`src/rtl/synapse_bank_if.sv`:
```
// synapse_bank_if - address-stream / weight-stream bundle for synapse_bank.
//
// Address stream (AS): upstream arbiter -> synapse_bank
//   iValid_AS  beat valid
//   oReady_AS  bank can take a beat
//   iData_AS   {ctl[CTL_W-1:0], row[$clog2(NA)-1:0]}
// Weight stream (BS): synapse_bank -> diff-accumulator
//   oValid_BS  beat valid
//   iReady_BS  consumer takes the beat
//   oData_BS   {ctl, w[NB-1] .. w[0]}, column 0 in the LSBs
//
// Modports: slave = the synapse bank, master = the surrounding logic.
interface synapse_bank_if #(
    parameter int NA    = 4,
    parameter int NB    = 4,
    parameter int WD    = 4,
    parameter int CTL_W = 4
) ();
    logic                      iValid_AS;
    logic                      oReady_AS;
    logic [CTL_W+$clog2(NA)-1:0] iData_AS;
    logic                      oValid_BS;
    logic                      iReady_BS;
    logic [CTL_W+NB*WD-1:0]    oData_BS;

    modport slave (
        input  iValid_AS, iData_AS, iReady_BS,
        output oReady_AS, oValid_BS, oData_BS
    );

    modport master (
        output iValid_AS, iData_AS, iReady_BS,
        input  oReady_AS, oValid_BS, oData_BS
    );
endinterface

```
`src/rtl/synapse_bank.sv`:
```
// synapse_bank - NA x NB matrix of WD-bit synapse weights.
//
// A row address arriving on the address stream returns that row's NB weights
// on the weight stream, with the stream's control side-band carried alongside.
// A host port reads/writes single weights through a flat address.
//
// Ports:
//   iCLK, iRST       clock; synchronous active-high reset
//   iWE              host write enable (every cycle with iWE=0 is a host read)
//   iAddr            host flat address, row = iAddr/NB, column = iAddr%NB
//   iData            host write data
//   oData            host read data, one cycle after the read
//   oValid_RD        host read data valid
//   st               synapse_bank_if.slave: address stream in, weight stream out
//   oEvtCnt          (SYNAPSE_BANK_EVT_CNT_EN only) count of delivered beats
//
// Optional feature macro: SYNAPSE_BANK_EVT_CNT_EN adds the oEvtCnt delivery
// counter; without it the port and counter are absent.
//
// Storage is a dual-port RAM with per-column write enables: port A is the
// host, port B serves the stream. Port B's registered read output is the head
// of a 2-entry output buffer; the second entry is a skid register, so
// oReady_AS never depends on iReady_BS. Out-of-range rows/addresses read as 0
// and out-of-range host writes are dropped. A host write and a stream read of
// the same row on one edge are read-first.
//
// RAM contents are not touched by iRST. INIT_FILE names the preload image
// the implementation flow attaches to the weight RAM; empty means all zero.
module synapse_bank #(
    parameter int    NA        = 4,
    parameter int    NB        = 4,
    parameter int    WD        = 4,
    parameter int    CTL_W     = 4,
    parameter string INIT_FILE = ""
) (
    input  logic                     iCLK,
    input  logic                     iRST,
    input  logic                     iWE,
    input  logic [$clog2(NA*NB)-1:0] iAddr,
    input  logic [WD-1:0]            iData,
    output logic [WD-1:0]            oData,
    output logic                     oValid_RD,
`ifdef SYNAPSE_BANK_EVT_CNT_EN
    output logic [31:0]              oEvtCnt,
`endif
    synapse_bank_if.slave            st
);

    localparam int AW = $clog2(NA*NB);
    localparam int RW = $clog2(NA);
    localparam int CW = $clog2(NB);

    // Range limits held one bit wider than the index they bound.
    localparam logic [AW:0] N_WORDS = (AW+1)'(NA*NB);
    localparam logic [RW:0] N_ROWS  = (RW+1)'(NA);

    // ------------------------------------------------------------------
    // Address decode
    // ------------------------------------------------------------------
    logic [RW-1:0]    h_row;
    logic [CW-1:0]    h_col;
    logic             h_in;
    logic [RW-1:0]    s_row;
    logic [CTL_W-1:0] s_ctl;
    logic             s_in;

    assign h_row = RW'(iAddr / AW'(NB));
    assign h_col = CW'(iAddr % AW'(NB));
    assign h_in  = {1'b0, iAddr} < N_WORDS;

    assign s_row = st.iData_AS[RW-1:0];
    assign s_ctl = st.iData_AS[RW +: CTL_W];
    assign s_in  = {1'b0, s_row} < N_ROWS;

    // ------------------------------------------------------------------
    // Handshakes and occupancy
    // ------------------------------------------------------------------
    logic [1:0] occ;
    logic       q_v;      // port B read register holds a beat
    logic       s_v;      // skid register holds a beat (always the older one)
    logic       accept;
    logic       deliver;
    logic       park;

    assign st.oReady_AS = (occ < 2'd2) && !iRST;
    assign accept       = st.iValid_AS && st.oReady_AS;
    assign deliver      = st.oValid_BS && st.iReady_BS;

    // A presented-but-unconsumed head beat moves aside when a new RAM result
    // is about to overwrite the read register. occ<2 guarantees s_v=0 here.
    assign park = accept && q_v && !deliver;

    always_ff @(posedge iCLK) begin
        if (iRST) begin
            occ <= 2'd0;
            q_v <= 1'b0;
            s_v <= 1'b0;
        end else begin
            if (accept && !deliver)
                occ <= occ + 2'd1;
            else if (!accept && deliver)
                occ <= occ - 2'd1;

            // Head is the skid entry when present, otherwise the read register.
            if (accept)
                q_v <= 1'b1;
            else if (deliver && !s_v)
                q_v <= 1'b0;

            if (park)
                s_v <= 1'b1;
            else if (deliver && s_v)
                s_v <= 1'b0;
        end
    end

    // ------------------------------------------------------------------
    // Weight RAM, port A write (host). Nonblocking update gives read-first
    // behaviour against both read ports on the same edge.
    // ------------------------------------------------------------------
    logic [NB-1:0][WD-1:0] mem [NA];

    always_ff @(posedge iCLK) begin
        if (iWE && h_in && !iRST)
            mem[h_row][h_col] <= iData;
    end

    // ------------------------------------------------------------------
    // Port A read (host)
    // ------------------------------------------------------------------
    logic [WD-1:0] rd_q;
    logic          rd_vld;

    always_ff @(posedge iCLK) begin
        if (iRST) begin
            rd_q   <= '0;
            rd_vld <= 1'b0;
        end else begin
            rd_vld <= !iWE;
            if (!iWE)
                rd_q <= h_in ? mem[h_row][h_col] : '0;
        end
    end

    assign oData     = iRST ? '0 : rd_q;
    assign oValid_RD = rd_vld && !iRST;

    // ------------------------------------------------------------------
    // Port B read register and skid register (stream data path)
    // ------------------------------------------------------------------
    logic [CTL_W-1:0]      q_ctl;
    logic [NB-1:0][WD-1:0] q_w;
    logic [CTL_W-1:0]      k_ctl;
    logic [NB-1:0][WD-1:0] k_w;

    always_ff @(posedge iCLK) begin
        if (accept) begin
            q_ctl <= s_ctl;
            q_w   <= s_in ? mem[s_row] : '0;
        end
        if (park) begin
            k_ctl <= q_ctl;
            k_w   <= q_w;
        end
    end

    assign st.oValid_BS = (q_v || s_v) && !iRST;
    assign st.oData_BS  = iRST ? '0 : (s_v ? {k_ctl, k_w} : {q_ctl, q_w});

    // ------------------------------------------------------------------
    // Optional delivery counter
    // ------------------------------------------------------------------
`ifdef SYNAPSE_BANK_EVT_CNT_EN
    logic [31:0] evt_cnt;

    always_ff @(posedge iCLK) begin
        if (iRST)
            evt_cnt <= '0;
        else if (deliver)
            evt_cnt <= evt_cnt + 32'd1;   // wraps naturally
    end

    assign oEvtCnt = evt_cnt;
`endif

endmodule

```
`src/flat_wrapper.sv`:
```
// flat-port wrapper written by rule: the top's interface ports become plain ports
module synapse_bank_flat 
#(
    parameter int    NA        = 4,
    parameter int    NB        = 4,
    parameter int    WD        = 4,
    parameter int    CTL_W     = 4,
    parameter string INIT_FILE = ""
)
  (iCLK, iRST, iWE, iAddr, iData, oData, oValid_RD, st_iValid_AS, st_iData_AS, st_iReady_BS, st_oReady_AS, st_oValid_BS, st_oData_BS);
  synapse_bank_if #(.NA(NA), .NB(NB), .WD(WD), .CTL_W(CTL_W)) st_i ();
  input  logic iCLK;
  input  logic iRST;
  input  logic iWE;
  input  logic [$clog2(NA*NB)-1:0] iAddr;
  input  logic [WD-1:0] iData;
  output logic [WD-1:0] oData;
  output logic oValid_RD;
  input wire logic [$bits(st_i.iValid_AS)-1:0] st_iValid_AS;
  input wire logic [$bits(st_i.iData_AS)-1:0] st_iData_AS;
  input wire logic [$bits(st_i.iReady_BS)-1:0] st_iReady_BS;
  output wire logic [$bits(st_i.oReady_AS)-1:0] st_oReady_AS;
  output wire logic [$bits(st_i.oValid_BS)-1:0] st_oValid_BS;
  output wire logic [$bits(st_i.oData_BS)-1:0] st_oData_BS;
  assign st_i.iValid_AS = st_iValid_AS;
  assign st_i.iData_AS = st_iData_AS;
  assign st_i.iReady_BS = st_iReady_BS;
  assign st_oReady_AS = st_i.oReady_AS;
  assign st_oValid_BS = st_i.oValid_BS;
  assign st_oData_BS = st_i.oData_BS;
  synapse_bank #(.NA(NA), .NB(NB), .WD(WD), .CTL_W(CTL_W), .INIT_FILE(INIT_FILE)) u_core (.iCLK(iCLK), .iRST(iRST), .iWE(iWE), .iAddr(iAddr), .iData(iData), .oData(oData), .oValid_RD(oValid_RD), .st(st_i));
endmodule
```
`config.mk`:
```
export PLATFORM = sky130hd
export DESIGN_NAME = synapse_bank_flat
export DESIGN_NICKNAME = d
export VERILOG_FILES = /design/src/rtl/synapse_bank_if.sv /design/src/rtl/synapse_bank.sv /design/src/flat_wrapper.sv
export SDC_FILE = /design/constraint.sdc
export NUM_CORES = 1
export LEC_CHECK = 0
export CAP_MARGIN = 40
export CORE_ASPECT_RATIO = 0.5
export CORE_MARGIN = 8
export CORE_UTILIZATION = 49
export CTS_BUF_LIST = sky130_fd_sc_hd__clkbuf_8
export DETAILED_ROUTE_END_ITERATION = 12
export MAX_ROUTING_LAYER = met4
export PLACE_DENSITY = 0.7
export SKIP_CTS_REPAIR_TIMING = 1
export SYNTH_ARGS = -nofsm -noshare
export SYNTH_HDL_FRONTEND = slang
export SYNTH_SLANG_ARGS = --single-unit
```
`constraint.sdc`:
```
create_clock -name iCLK -period 3.4 [get_ports iCLK]
set_clock_uncertainty 0.2 [all_clocks]
set_input_delay 0.68 -clock iCLK [delete_from_list [all_inputs] [get_ports iCLK]]
set_output_delay 0.68 -clock iCLK [all_outputs]
set_load 0.1 [all_outputs]
```
-- After elaboration in Yosys (flattened, before gate mapping)
Memory sizes are Yosys's and may differ from the RTL's. A register that Yosys moved wholly into a read port is not among the register bits.
Index checks and enable logic that the tools add are counted.
- bitwise logic cells: 0
- equality and inequality tests: 0
- divide/modulo/power cells: 0
- $mul: 0
- shift-type cells: 0
- $add $sub $neg: 2
- mux-type cells: 15
- order comparisons: 3
- reductions and logical operators: 22
- operator list (kind ; number):
    $mux W20 ; 2
    $mux W16 ; 1
    $logic_and A1 B1 Y1 ; 13
    $mux W4 ; 3
    $bmux W4 S2 ; 1
    $demux W4 S2 ; 1
    $reduce_bool A2 Y1 ; 3
    $logic_not A1 Y1 ; 5
    $mux W1 ; 5
    $mux W2 ; 2
    $lt A2 B3 Y1 const B ; 1
    $add A2 B1 Y2 const B ; 1
    $ge A2 B1 Y1 const B ; 1
    $lt A2 B2 Y1 const B ; 1
    $sub A2 B1 Y2 const B ; 1
    $logic_or A1 B1 Y1 ; 1
- latch bits: 0
- ROM bits: 0
- output and inout bits: 27
- bits in writable memories: 64
- input bits: 19
- logic and storage cells: 54
- flip-flop bits (word level): 33
- memories: 1
- memories (name ; depth ; bits a word ; read ports ; clocked after Yosys merged registers in ; wr ports ; line ; RTL):
    u_core.mem ; 4 ; 16 ; 2 ; 1 ; 1 ; synapse_bank.sv:121 ; logic [NB-1:0][WD-1:0] mem [NA];

-- Longest topological paths before layout
- word-level depth: 7
- gate-level depth with buffers: 8
- gate-level depth less buffers: 7

-- Worst setup path before layout
Ideal clock, no wire load.
- path type: input to register
- start: input iRST
- end: register u_core.k_ctl[0] (enable)
- data arrival time: 3.580 ns
- setup time: 0.378 ns
- slack: -0.758 ns
- stages on the path: 4
- path buffers: 1
- data required time: 2.822 ns
- path through: buf_2 -> nor2_1 -> and2_1 -> and3_1
- cells in the longest elaborated chain, start to end: 5
- elaborated cells between the ends (all ways): 8
- those cells by class: 8 x reduce/logical
- ends and longest elaborated chain (item ; line ; RTL):
    start, declared ; flat_wrapper.sv:13 ; input logic iRST;
    $logic_not A1 Y1 ; synapse_bank.sv:85 ; assign st.oReady_AS = (occ < 2'd2) && !iRST;
    $logic_and A1 B1 Y1 ; synapse_bank.sv:85 ;
    via st_oReady_AS ; flat_wrapper.sv:22 ; output wire logic [$bits(st_i.oReady_AS)-1:0] st_oReady_AS;
    $logic_and A1 B1 Y1 ; synapse_bank.sv:86 ; assign accept = st.iValid_AS && st.oReady_AS;
    via u_core.accept ; synapse_bank.sv:81 ; logic accept;
    $logic_and A1 B1 Y1 (2 in series) ; synapse_bank.sv:91 ; assign park = accept && q_v && !deliver;
    via u_core.park ; synapse_bank.sv:83 ; logic park;
    end signal, assigned ; synapse_bank.sv:162 ; k_ctl <= q_ctl;
    end, declared ; synapse_bank.sv:153 ; logic [CTL_W-1:0] k_ctl;
The timed path passes the listed nets, and every way through them passes these cells.
A chain may end at the register's enable or synchronous reset.

-- Final worst setup path
- start: input iRST
- end: output oData[2]
- cells in the longest elaborated chain, start to end: 1
- ends and longest elaborated chain (item ; line ; RTL):
    $mux W4 ; synapse_bank.sv:145 ; assign oData = iRST ? '0 : rd_q;
    end, declared ; flat_wrapper.sv:17 ; output logic [WD-1:0] oData;
No other way between the ends.

==> flow_metrics.env <==
export IMPL_outcome="finished clean"
export IMPL_io_pins=46
export IMPL_met1_usage_pct=21.64
export IMPL_report_final_hold_viol_count=0
export IMPL_dpl_hpwl_um=7055
export IMPL_synth_most_common_cell="sky130_fd_sc_hd__edfxtp_1"
export IMPL_route_detailed_vias_per_inst=5.641
export IMPL_groute_layer_met3_usage_pct=5.409
export IMPL_dpl_instance_area_um2=5719
export IMPL_cts_root_buf="sky130_fd_sc_hd__clkbuf_8"
export IMPL_wirelength_um=9931
export IMPL_worst_setup_hold_path_clk_slew_ns=0.06
export IMPL_ys_ff_latch=113
export IMPL_coreArea_um2=9509
export IMPL_grt_overflow=0
export IMPL_synth_largest_area_cell="sky130_fd_sc_hd__edfxtp_1"
export IMPL_synth_seq_area_share_pct=68.31
export IMPL_critical_path_peak_fanout=38
export IMPL_total_leakage_power_uw=0.002021
export IMPL_synth_simple_area_share_pct=5.873
export IMPL_grt_setup_unrepaired="no"
export IMPL_critical_path_endpoint_type="output port"
export IMPL_post_route_drc_count=0
export IMPL_synth_compound_area_share_pct=2.561
export IMPL_placement_rows=25
export IMPL_cp_required_ns=2.52
export IMPL_grt_pass1_vias=2724
export IMPL_final_max_slew_violation_count=0
export IMPL_synthMuxAreaShare_pct=20.34
export IMPL_initial_antenna_violation_count=0
export IMPL_globalplace_congestion=0.8743
export IMPL_worstMarginPinSlew_ns=0.7387
export IMPL_tritoncts="built"
export IMPL_dominantRegCellSynth="sky130_fd_sc_hd__edfxtp_1"
export IMPL_drt_pass1_iterations=5
export IMPL_crit_type="input pin to output port"
export IMPL_maxClockFrequency_mhz=369.2
export IMPL_report_power_total_uw=3072
export IMPL_buffers_from_clock_root_to_sink_at_most=2
export IMPL_power_ir_vdd_worst_mv=0.2480
export IMPL_area_growth_syn_to_layout_pct=24.92
export IMPL_die_area_um2=13500
export IMPL_fin_crit_ns=2.708
export IMPL_hold_path_class="register to register"
export IMPL_yosys_area_top_type_share_pct=64.58
export IMPL_synth_adder_area_share_pct=0.2587
export IMPL_post_synthesis_instance_area_um2=4836
export IMPL_synth_warnings=0
export IMPL_timing_final_crit_share_pct=79.66
export IMPL_cts_sinks=113
export IMPL_timing_max_slew_rel_slack_pct=50.37
export IMPL_busiest_layer="met2"
export IMPL_number_of_enable_type_register_cells_in_the_synthesized_netlist=104
export IMPL_nets=348
export IMPL_worst_ep_arrival_time_ns=1.83
export IMPL_route_vias_total=2685
export IMPL_detail_route_antenna_nets=0
export IMPL_tot_gr_track_use_pct=15.99
export IMPL_cap_violations=0
export IMPL_ys_top_cells_by_count="104 x sky130_fd_sc_hd__edfxtp_1, 39 x sky130_fd_sc_hd__nor2_1, 26 x sky130_fd_sc_hd__mux4_2, 24 x sky130_fd_sc_hd__mux2i_1, 9 x sky130_fd_sc_hd__dfxtp_1"
export IMPL_start_util_pct=50.86
export IMPL_asyncSetResetFlopFracSynth_pct=0
export IMPL_power_density_nw_per_um2=508.6
export IMPL_numPortBuffers=45
export IMPL_antenna_cells=0
export IMPL_most_area_consuming_cells_after_synthesis="sky130_fd_sc_hd__edfxtp_1 65%, sky130_fd_sc_hd__mux4_2 12%, sky130_fd_sc_hd__mux2i_1 5.0%, sky130_fd_sc_hd__dfxtp_1 3.7%, sky130_fd_sc_hd__mux4_1 3.3%"
export IMPL_syn_nets=292
export IMPL_grt_pass1_wl_um=15480
export IMPL_dominant_combinational_cell_family_by_area_after_synthesis="multiplexers"
export IMPL_yosys_area_share_xor_xnor_pct=0.3622
export IMPL_critical_path_launch_point_type="input pin"
export IMPL_final_design_area_no_fill_um2=6041
export IMPL_chipHeight_um=86.25
export IMPL_die_width_um=156.5
export IMPL_grt_start_max_net_pins=39
export IMPL_ys_types=35
export IMPL_final_layout_size_suffix_gt1_share_pct=25.51
export IMPL_routedWlPerCell_um=20.86
export IMPL_clock_insertion_delay_worst_skew_ns=0.41
export IMPL_setup_tns_ns=0
export IMPL_syn_mean_instance_area_um2=17.78
export IMPL_globalRouteMet2Util_pct=21.94
export IMPL_cts_made_buffers=17
export IMPL_cts_htree_levels=4
export IMPL_finalSetupViolCount=0
export IMPL_first_iter_violations=208
export IMPL_synthesis_instances=272
[where the power goes]
part	switching (uW)	internal, uW
Clock	481	543
Combinational	286	176
Sequential	21.8	1560
[state kept, by name, indices dropped and copies added, names as in the netlist]
name,flops
u_core.q_w,16
u_core.k_ctl,4
u_core.q_v,1
u_core.q_ctl,4
u_core.k_w,16
u_core.s_v,1
u_core.rd_vld,1
u_core.mem,64
u_core.occ,2
u_core.rd_q,4
[cells by family (layout without fill, tap and decap cells)]
family | after synthesis | after routing
flip-flops | 113 | 113
buffers and inverters | 20 | 89
multiplexers | 56 | 56
AND/OR/NAND/NOR | 62 | 62
adder cells (fa/ha/maj) | 1 | 1
AO/OA/AOI/OAI | 18 | 18
XOR/XNOR | 2 | 2
[metrics by stage]
step / instances / setup slack [ns] / hold slack [ns] / utilization [%]
2_1_floorplan: 272 / -0.02181 / 0.2257 / -
3_3_place_gp: 444 / 0.4174 / 0.2308 / 60.14
3_5_place_dp: 444 / 0.3673 / 0.2388 / 60.14
4_1_cts: 476 / 0.6818 / 0.2515 / 63.53
5_1_grt: 476 / 0.6452 / 0.2549 / 63.53
6_report: 476 / 0.6917 / 0.2519 / 63.53
[area by class of cell]
type	instances	area, um2
inverters	2	7.507
repair buffers	55	808.3
clock buffers	17	234.0
clock inverters	15	87.58
multi-input cells	139	1431
flip-flops and latches	113	3303
fillers	647	3468
well taps	135	168.9
[layer usage]
metal	wire, um	vias to the layer above
met5	0	-
met4	64	0
met3	1089	2
met2	4530	146
met1	4247	1334
li1	-	1203
[critical path, stage by stage]
cell and delay [ns]:
sky130_fd_sc_hd__clkdlybuf4s50_1 0.44, sky130_fd_sc_hd__buf_12 0.19, sky130_fd_sc_hd__nor2_1 0.29, sky130_fd_sc_hd__buf_12 0.22
[cell usage in the layout (no fill, tap or decap), types with 4 or more instances in the layout]
cell / count
sky130_fd_sc_hd__a21oi_1: 4
sky130_fd_sc_hd__a31o_1: 4
sky130_fd_sc_hd__buf_12: 28
sky130_fd_sc_hd__buf_4: 9
sky130_fd_sc_hd__clkbuf_8: 17
sky130_fd_sc_hd__clkdlybuf4s50_1: 18
sky130_fd_sc_hd__clkinv_1: 5
sky130_fd_sc_hd__clkinv_2: 4
sky130_fd_sc_hd__dfxtp_1: 9
sky130_fd_sc_hd__edfxtp_1: 104
sky130_fd_sc_hd__inv_1: 7
sky130_fd_sc_hd__mux2i_1: 24
sky130_fd_sc_hd__mux4_1: 6
sky130_fd_sc_hd__mux4_2: 26
sky130_fd_sc_hd__nor2_1: 37
sky130_fd_sc_hd__nor2b_1: 4
sky130_fd_sc_hd__nor3_1: 4
[final timing paths]
path | startpoint | end | slack (ns) | cells after the start
hold / removal | u_core.q_w[1] | u_core.k_w[1] | 0.25 | 0
setup / recovery | iRST | oData[2] | 0.69 | 4
hold reg to reg | u_core.q_w[1] | u_core.k_w[1] | 0.25 | 0
setup reg to reg | u_core.occ[1] | u_core.k_w[14] | 1.43 | 5
Power figures use the tool's default switching activity.
